## config.mk

```make
export PLATFORM = sky130hd
export DESIGN_NAME = wb_addr_decode
export DESIGN_NICKNAME = d
export VERILOG_FILES = /design/src/rtl/wb_addr_decode.sv
export SDC_FILE = /design/constraint.sdc
export NUM_CORES = 1
export LEC_CHECK = 0
export CAP_MARGIN = 5
export CORE_AREA = 10 10 47 49
export CTS_CLUSTER_DIAMETER = 100
export CTS_CLUSTER_SIZE = 20
export DETAILED_ROUTE_END_ITERATION = 8
export DIE_AREA = 0 0 57 59
export PLACE_DENSITY = 0.52
export SLEW_MARGIN = 30
export SYNTH_ARGS = -nofsm -noshare
export SYNTH_HDL_FRONTEND = slang
export SYNTH_SLANG_ARGS = --single-unit
```

## constraint.sdc

```tcl
create_clock -name wb_clock_i -period 0.8 [get_ports wb_clock_i]
set_input_delay 0.08 -clock wb_clock_i [delete_from_list [all_inputs] [get_ports wb_clock_i]]
set_output_delay 0.08 -clock wb_clock_i [all_outputs]
set_load 0.005 [all_outputs]
```

## src/rtl/wb_addr_decode.sv

```systemverilog
// wb_addr_decode: Wishbone B4 address-window decoder.
// Matches the upper address bits against a fixed base and reports the in-window
// offset combinationally. It also provides a qualified request and a registered
// single-cycle acknowledge, so the peripheral behind it completes every access
// with zero wait states.
module wb_addr_decode #(
  parameter int                       WB_ADDR_WIDTH = 20,
  parameter int                       REGION_WIDTH  = 5,
  parameter logic [WB_ADDR_WIDTH-1:0] BASE          = {WB_ADDR_WIDTH{1'b0}}
) (
  input  logic                     wb_clock_i,
  input  logic                     wb_reset_i,
  input  logic [WB_ADDR_WIDTH-1:0] wb_addr_i,
  input  logic                     wb_cycle_i,
  input  logic                     wb_strobe_i,
  output logic                     selected_o,
  output logic [REGION_WIDTH-1:0]  offset_o,
  output logic                     request_o,
  output logic                     stall_o,
  output logic                     ack_o
);

  // The upper address bits that select a window. The low REGION_WIDTH bits of
  // BASE are ignored, so the window is always aligned to its own size.
  localparam int TAG_WIDTH = WB_ADDR_WIDTH - REGION_WIDTH;
  localparam logic [TAG_WIDTH-1:0] BASE_TAG = BASE[WB_ADDR_WIDTH-1:REGION_WIDTH];

  // An out-of-range window size is a configuration error, so elaboration stops.
  if ((REGION_WIDTH < 1) || (REGION_WIDTH >= WB_ADDR_WIDTH)) begin : g_bad_region
    $fatal(1, "wb_addr_decode: REGION_WIDTH must be in 1..WB_ADDR_WIDTH-1");
  end

  // Compares the upper bits of an address with the window tag.
  function automatic logic addr_in_window(input logic [WB_ADDR_WIDTH-1:0] addr);
    return (addr[WB_ADDR_WIDTH-1:REGION_WIDTH] == BASE_TAG);
  endfunction

  logic selected_s;
  logic request_s;
  logic ack_d;
  // Power-up value. The flop must also read 0 before the first reset.
  logic ack_q = 1'b0;

  // Address decode and request qualification. These are purely combinational,
  // so they keep following the inputs while reset is asserted.
  always_comb begin
    selected_s = 1'b0;
    request_s  = 1'b0;
    if (addr_in_window(wb_addr_i)) begin
      selected_s = 1'b1;
      request_s  = wb_cycle_i & wb_strobe_i;
    end else begin
      selected_s = 1'b0;
      request_s  = 1'b0;
    end
  end

  // Next acknowledge. Every accepted request is answered on the following cycle.
  always_comb begin
    ack_d = 1'b0;
    if (request_s) begin
      ack_d = 1'b1;
    end else begin
      ack_d = 1'b0;
    end
  end

  // Acknowledge register. A request that arrives together with reset is dropped.
  always_ff @(posedge wb_clock_i) begin
    if (wb_reset_i) begin
      ack_q <= 1'b0;
    end else begin
      ack_q <= ack_d;
    end
  end

  assign selected_o = selected_s;
  assign offset_o   = wb_addr_i[REGION_WIDTH-1:0];
  assign request_o  = request_s;
  // Every strobe is accepted in the cycle it is presented, so stall is never raised.
  assign stall_o    = 1'b0;
  assign ack_o      = ack_q;

endmodule

```

==> results of run 1 <==
[how the worst max path moves through the flow]
stage                  start  slack [ns]         to
6_report       wb_addr_i[12]       -0.25  request_o
5_1_grt        wb_addr_i[12]       -0.34  request_o
4_1_cts        wb_addr_i[18]       -0.28  request_o
3_5_place_dp   wb_addr_i[13]       -0.98  request_o
3_3_place_gp    wb_addr_i[9]       -0.95  request_o
2_1_floorplan  wb_addr_i[13]        0.02  request_o
[synth_stat cells, drive strengths merged]
master and n:
buf 6, nor4 4, conb 1, dfxtp 1, nand2 1, nand3 1, nor2 1, nor3 1
or3 1
[cells in the final DEF (no fill, tap or decap), drive strengths merged]
cell,instances
buf,18
clkdlybuf4s15,4
clkdlybuf4s50,3
conb,1
dfxtp,1
dlygate4sd2,1
nand2,1
nand3,1
nor2,1
nor3,1
nor4,4
or3,1
[per-layer routing]
metal  GRT usage [%]  up-vias  part of all wire (%)
li1                -       94                     -
met1            3.68       85                    38
met2            7.13       14                    53
met3           0.644        0                   9.6
met4           0.336        0                     0
met5               0        -                     0
[final cells by class]
type                            instances  area, um2  area share [%]
Timing Repair Buffer                   26        218            56.5
Multi-Input combinational cell         10        128            33.1
Sequential cell                         1       20.0            5.19
Tap cell                               16       20.0            5.19
[worst max-delay path: stages]
cell	delay [ns]
buf_6	0.09
nor4_4	0.28
nand3_2	0.13
buf_6	0.14
nor3_2	0.12
buf_2	0.13
[report_power, final]
group | internal, W | total [W] | leakage (nW) | switching [W]
Combinational | 0.0000736 | 0.000114 | 0.150 | 0.0000402
Sequential | 0.0000509 | 0.0000509 | 0.00805 | 0.0000000000749
Clock | 0 | 0 | 0 | 0
[stage by stage]
stage	total power, W	setup slack, ns	cells	hold slack, ns
finish	0.000165	-0.255	53	0.160
global route	0.000171	-0.337	53	0.160
CTS	0.000154	-0.277	53	0.160
detailed placement	0.000157	-0.977	51	0.160
global placement	0.000156	-0.950	51	0.160
floorplan	0.0000849	0.0181	17	0.151
[what timing repair did]
action,4_1_cts,5_1_grt
hold endpoints to repair,0,0
setup buffers,2,0
cloned,0,0
endpoints found under the setup margin,4,3
hold buffers,0,0
gates resized for setup,63,5
pin swaps,8,3
[kinds of logic (layout without fill, tap and decap cells)]
kind of cell / Yosys count / count (layout) / synth area share (%)
AND/OR/NAND/NOR: 9 / 9 / 46.6
buffers and inverters: 6 / 26 / 34.9
other: 1 / 1 / 2.91
flip-flops: 1 / 1 / 15.5
==> impl_metrics.ini, run 1 <==
[status]
status = complete, but fails checks
violations = negative setup slack

[yosys]
postSynthAreaPerCell_um2 = 7.58
yosysTopAreaCell = buf_4
yosysUniqueCellTypes = 10
yosys_warnings = 0
synth_area_leaders = buf_4, dfxtp_1, nor4_1, nor4_2, or3_4
syn_inst = 17
netlist_area_um2 = 129
synth_fp_nets = 41
ys_seq_area_share_pct = 15.5
ys_ff_latch = 1
synth_top_area_share_pct = 35.0

[placement]
placed_cell_area_um2 = 337
dpl.hpwl_um = 595
routabilityCongestion = 0.657
port_buffers = 21

[die]
die_width_um = 57
ios = 33
die-area_um2 = 3360
coreArea_um2 = 1400
die_h_um = 59
row_count = 14
initial_core_util_pct = 9.20

[timing]
layout_min_cycle_time_ns = 1.05
max_freq_mhz = 948
finalMaxSlewViolations = 0
min_period_over_period_pct = 132
finalSetupViolCount = 3
tns_ns = -0.687
rsz0062_at_grt = yes
hold_viol = 0
setup_slack_ns = -0.255

[global_routing]
antenna_found_initial = 0
gr-usage-all-layers_pct = 3.50
overflow = 0
grt_pass1_vias = 208
grt_max_degree = 4
grt_pass1_wl_mm = 1.00

[critical_path]
critPathLaunchType = primary input
cp.arrival_ns = 0.97
required_ns = 0.72
cp-end-kind = output port
critPathKind = primary input to output port
path_max_fanout = 2

[finish]
filler_cell_count = 157
final_nets = 63
area_growth_syn_to_layout_pct = 199
fin_util_pct = 27.5
insertedDiodeCount = 0
final_area_um2 = 385
largest_reg_flops = 1
layout-drive-gt1-share_pct = 67.6

[min_path]
hp-class = primary input to output port
hold_path.startpoint = wb_addr_i[0]
hold_end = offset_o[0]
hold_depth = 0

[route]
drt-total-wl_um = 706
wl_per_cell_um = 13.3
via_per_inst = 3.64
drc = 0
first_iter_violations = 0
dr_total_vias = 193
drt-pass1-iter-count = 1
ant_nets = 0

[run]
max_cap_viol_count = 0

[power_and_ir_drop]
power.density_nw_per_um2 = 427
leakage_nw = 0.158
ir_drop_mv = 0.113
No activity file was read; power rests on OpenSTA's default activity.
==> run 2: changes to the inputs <==
- ABC_AREA: not set -> 1
- HOLD_SLACK_MARGIN: not set -> 0.02
- PLACE_DENSITY: 0.52 -> 0.54
==> run 2 against run 1 <==
  * The flow still finishes with violations (negative setup slack)
  * Sequential power about the same
  * Flip-flop and latch count is the same
  * Via count is 12% higher
  * Critical endpoint is now ack_o
  * Largest power group unchanged
  * Highest routed layer unchanged
==> impl_metrics.ini, run 2 <==
[critical_path]
path_buf_inv = 3
cp-end-kind = flop
crit_slowest_cell = nor2_2
path_max_fanout = 2
cp.arrival_ns = 0.81
max_stage_delay_ns = 0.13
cp_top_family = simple AND/OR/NAND/NOR gates
crit_path_cell_trace = buf_6, nor2_4, nand2_2, nor2_2, buf_4, nand3_4, buf_6, nor2_2
cp.depth = 8
required_ns = 0.74
critPathKind = primary input to flop
critPathLaunchType = primary input

[clocking]
path_clk_slew_ns = 0
cts_hold_buf = 0

[placement]
placed_cell_area_um2 = 354
dpl.hpwl_um = 570
port_buffers = 21
routabilityCongestion = 0.651
dp_cells = 61

[timing]
setup_slack_ns = -0.0741
layout_min_cycle_time_ns = 0.874
max_freq_mhz = 1140
finalSetupViolCount = 3
hold_viol = 0
min_period_over_period_pct = 109
finalMaxSlewViolations = 0
rsz0062_at_grt = yes

[power_and_ir_drop]
ir_drop_mv = 0.125
clockPowerShare_pct = 0
power.density_nw_per_um2 = 404
share_seq_of_total_power_pct = 29.2
p_int_w = 0.000135
leakage_nw = 0.212
switching_share_pct = 22.6
switching_power_w = 0.0000394
p_comb_share_pct = 70.8

[finish]
final_area_um2 = 430
area_growth_syn_to_layout_pct = 167
final_nets = 75
layout_common_cells = buf_6, nor2_2, nor2_4, nand2_1, buf_4
layout-drive-gt1-share_pct = 75.5
largest_reg_flops = 1
insertedDiodeCount = 0
layout_commonest_cell = buf_6
fin_util_pct = 30.7
fin_cells = 65

[global_routing]
grt_max_degree = 3
gr-usage-all-layers_pct = 3.63
antenna_found_initial = 0
overflow = 0
grt_pass1_vias = 231
grt_pass1_wl_mm = 1.04

[route]
drt-total-wl_um = 726
wl_per_cell_um = 11.2
first_iter_violations = 1
ant_nets = 0
drt-pass1-iter-count = 2
drc = 0
via_per_inst = 3.34
dr_total_vias = 217

[yosys]
synthTopCellsByCount = nor2_1, buf_4, nand2_1, inv_1, nor2_2
synth_top_area_share_pct = 27.9
synth_most_common_cell = nor2_1
syn_inst = 29
ys_seq_area_share_pct = 12.4
synth_area_leaders = buf_4, nor2_1, nand2_1, dfxtp_1, nor2_2
synth_edf_count = 0
synth_fp_nets = 53
yosys_warnings = 0
yosysUniqueCellTypes = 8
netlist_area_um2 = 161
synthArstFlopShare_pct = 0
synth_top_flop_cell = dfxtp_1
ys_ff_latch = 1
yosysTopAreaCell = buf_4
postSynthAreaPerCell_um2 = 5.57

[min_path]
hp-class = primary input to output port
hold_depth = 0

[run]
max_cap_viol_count = 0

[die]
ios = 33
initial_core_util_pct = 11.5
row_count = 14
die_width_um = 57
coreArea_um2 = 1400
die-area_um2 = 3360
die_h_um = 59

[status]
status = complete, but fails checks
violations = negative setup slack
-- run 2: changes by cell type in the layout (fill, tap and decap cells not counted), sizes merged, moves of 2 or more --
cell and delta:
buf +3, clkdlybuf4s15 -4, clkdlybuf4s50 -2, dlygate4sd2 +2
inv +4, nand2 +5, nor2 +9, nor4 -4
-- run 2: power by group through the flow --
stage / logic [W] / registers, W / clock network, W
6_report: 0.000123 / 0.0000509 / 0
5_1_grt: 0.000132 / 0.0000509 / 0
4_1_cts: 0.0000907 / 0.0000509 / 0
3_5_place_dp: 0.000104 / 0.0000509 / 0
3_3_place_gp: 0.000104 / 0.0000509 / 0
2_1_floorplan: 0.0000400 / 0.0000509 / 0
-- run 2: final timing paths --
path / start / end / slack (ns)
worst max-delay path: wb_addr_i[16] / ack_o / -0.07
worst min-delay path: wb_addr_i[1] / offset_o[1] / 0.16
-- run 2: logic make-up (layout without fill, tap and decap cells) --
kind of cell / after synthesis / count (layout) / synth area share (%)
other: 1 / 1 / 2.32
and+or+nand+nor: 17 / 17 / 48.1
DFF: 1 / 1 / 12.4
buffers and inverters: 10 / 30 / 37.2
-- run 2: area by class of cell --
cell class	count	area, um2
Fill cell	166	971
Inverter	4	15.0
Multi-Input combinational cell	18	131
Sequential cell	1	20.0
Tap cell	16	20.0
Timing Repair Buffer	26	244
-- run 2: routing by layer --
metal | GRT usage (%) | up-vias | wire length (um)
met4 | 0.671 | 0 | 0
met2 | 7.13 | 9 | 467
met1 | 3.68 | 92 | 191
met3 | 1.07 | 0 | 68
li1 | - | 116 | -
met5 | 0 | - | 0
-- run 2: through the flow --
stage          hold slack (ns)  setup TNS [ns]  setup WS (ns)  total power [W]
2_1_floorplan            0.147               0          0.222        0.0000909
3_3_place_gp             0.160           -1.79         -0.710         0.000155
3_5_place_dp             0.160           -1.83         -0.726         0.000155
4_1_cts                  0.160          -0.145        -0.0710         0.000142
5_1_grt                  0.160          -0.314         -0.129         0.000183
6_report                 0.160          -0.161        -0.0741         0.000174
-- run 2: what timing repair did --
item	4_1_cts	5_1_grt
setup buffers	4	0
endpoints found under the setup margin	4	3
resized for setup	67	19
pin swaps	16	7
==> run 3: changes to the inputs <==
- CORE_AREA: 10 10 47 49 -> 2 2 39 41
- DIE_AREA: 0 0 57 59 -> 0 0 41 43
- SETUP_SLACK_MARGIN: not set -> 0.4
==> run 3 against run 2 <==
  * The flow still finishes with violations (negative setup slack)
  * Flip-flop and latch count stayed put
  * Sequential share of layout area is 0.33 points higher
  * Hold slack unchanged
  * Utilization shrank 1.7 points
  * Maximum frequency is 14% lower
  * Combinational power is 16% lower
  * Worst setup slack worse by 0.14 ns
  * Routed wire length shrank 34%
  * Final cell count grew 1.5%
==> impl_metrics.ini, run 3 (synthesis results as in run 2) <==
[route]
via_per_inst = 3.44
drt-met1-wl_um = 148
wl_met2_um = 268
drt-pass1-iter-count = 1
first_iter_violations = 0
drt-total-wl_um = 476
routed.top_layer = met3
ant_nets = 0
wl_per_cell_um = 7.21
wl_met3_um = 60
dr_total_vias = 227
drc = 0

[min_path]
hold_path.startpoint = wb_addr_i[0]
hp-class = primary input to output port

[critical_path]
path_max_fanout = 2
cp-end-kind = flop
critPathKind = primary input to flop
crit_path_cell_trace = buf_2, nor2_4, nand2_2, nor2_4, nand3_2, buf_6, buf_6, buf_6, nor2_2
cp.arrival_ns = 0.95
path_common_cell = buf_6
cp_top_family = buffers and inverters
critPathLaunchType = primary input
max_stage_delay_ns = 0.13
path_buf_inv = 4
cp-startpoint = wb_addr_i[15]
required_ns = 0.74
crit_slowest_cell = buf_6

[die]
die_width_um = 41
initial_core_util_pct = 11.7
coreArea_um2 = 1380
die_h_um = 43
row_count = 14
ios = 33
die-area_um2 = 1760

[timing]
hold_viol = 0
max_freq_mhz = 983
finalMaxSlewViolations = 0
layout_min_cycle_time_ns = 1.02
min_period_over_period_pct = 127
finalSetupViolCount = 3
rsz0062_at_grt = yes
setup_slack_ns = -0.218

[finish]
seq_area_um2 = 20.0
layout-drive-gt1-share_pct = 76.0
fin_cells = 66
fin_util_pct = 29.0
final_nets = 76
area_growth_syn_to_layout_pct = 149
multi_input_area_um2 = 134
insertedDiodeCount = 0
layout_common_cells = buf_2, buf_6, nor2_4
final_area_um2 = 402
layout_commonest_cell = buf_2
largest_reg_flops = 1
filler_cell_count = 157

[power_and_ir_drop]
power.density_nw_per_um2 = 383
leakage_nw = 0.205
power_w = 0.000154
ir_drop_mv = 0.103

[global_routing]
grt_pass1_wl_um = 614
grt_pass1_vias = 204
gr-usage-all-layers_pct = 4.60
antenna_found_initial = 0
grt_max_degree = 3
overflow = 0

[clocking]
cts_hold_buf = 0
path_clk_slew_ns = 0

[placement]
routabilityCongestion = 0.543
dp_cells = 61
port_buffers = 21
placed_cell_area_um2 = 384
dpl.hpwl_um = 350

[status]
status = complete, but fails checks
violations = negative setup slack

[run]
max_cap_viol_count = 0
==> run 3: changes by cell type in the layout (fill, tap and decap cells not counted), sizes merged <==
cell         previous run  this run
dlygate4sd2             3         2
buf                    21        23
==> run 3: cell type report <==
class	instances	share of cell area (%)
well taps	16	4.98
inverters	4	3.74
multi-input cells	18	33.3
repair buffers	27	53.0
flip-flops and latches	1	4.98
==> run 3: through the flow <==
step / setup WS, ns / hold slack, ns / setup TNS, ns
3_5_place_dp: -0.750 / 0.160 / -1.92
5_1_grt: -0.254 / 0.160 / -0.559
2_1_floorplan: 0.234 / 0.147 / 0
3_3_place_gp: -0.741 / 0.160 / -1.90
4_1_cts: -0.225 / 0.160 / -0.535
6_report: -0.218 / 0.160 / -0.445
==> run 3: worst paths after layout <==
kind | endpoint | slack, ns | cells after the start
max | ack_o | -0.22 | 9
min | offset_o[0] | 0.16 | 0
==> run 3: where the power goes <==
part	switching (W)	total [W]	internal, W
combinational	0.0000397	0.000103	0.0000631
sequential	0.0000000000554	0.0000509	0.0000509
clock	0	0	0
==> run 3: what timing repair did <==
action / 4_1_cts / 5_1_grt
setup endpoints to repair: 4 / 4
buffers inserted: 5 / 0
pin swaps: 16 / 7
resized for setup: 78 / 6
==> run 3: routing by layer <==
metal	global-route usage, %	vias to the layer above
met4	0.667	0
met1	3.80	96
met2	10.3	13
met3	0	0
li1	-	118
met5	0	-
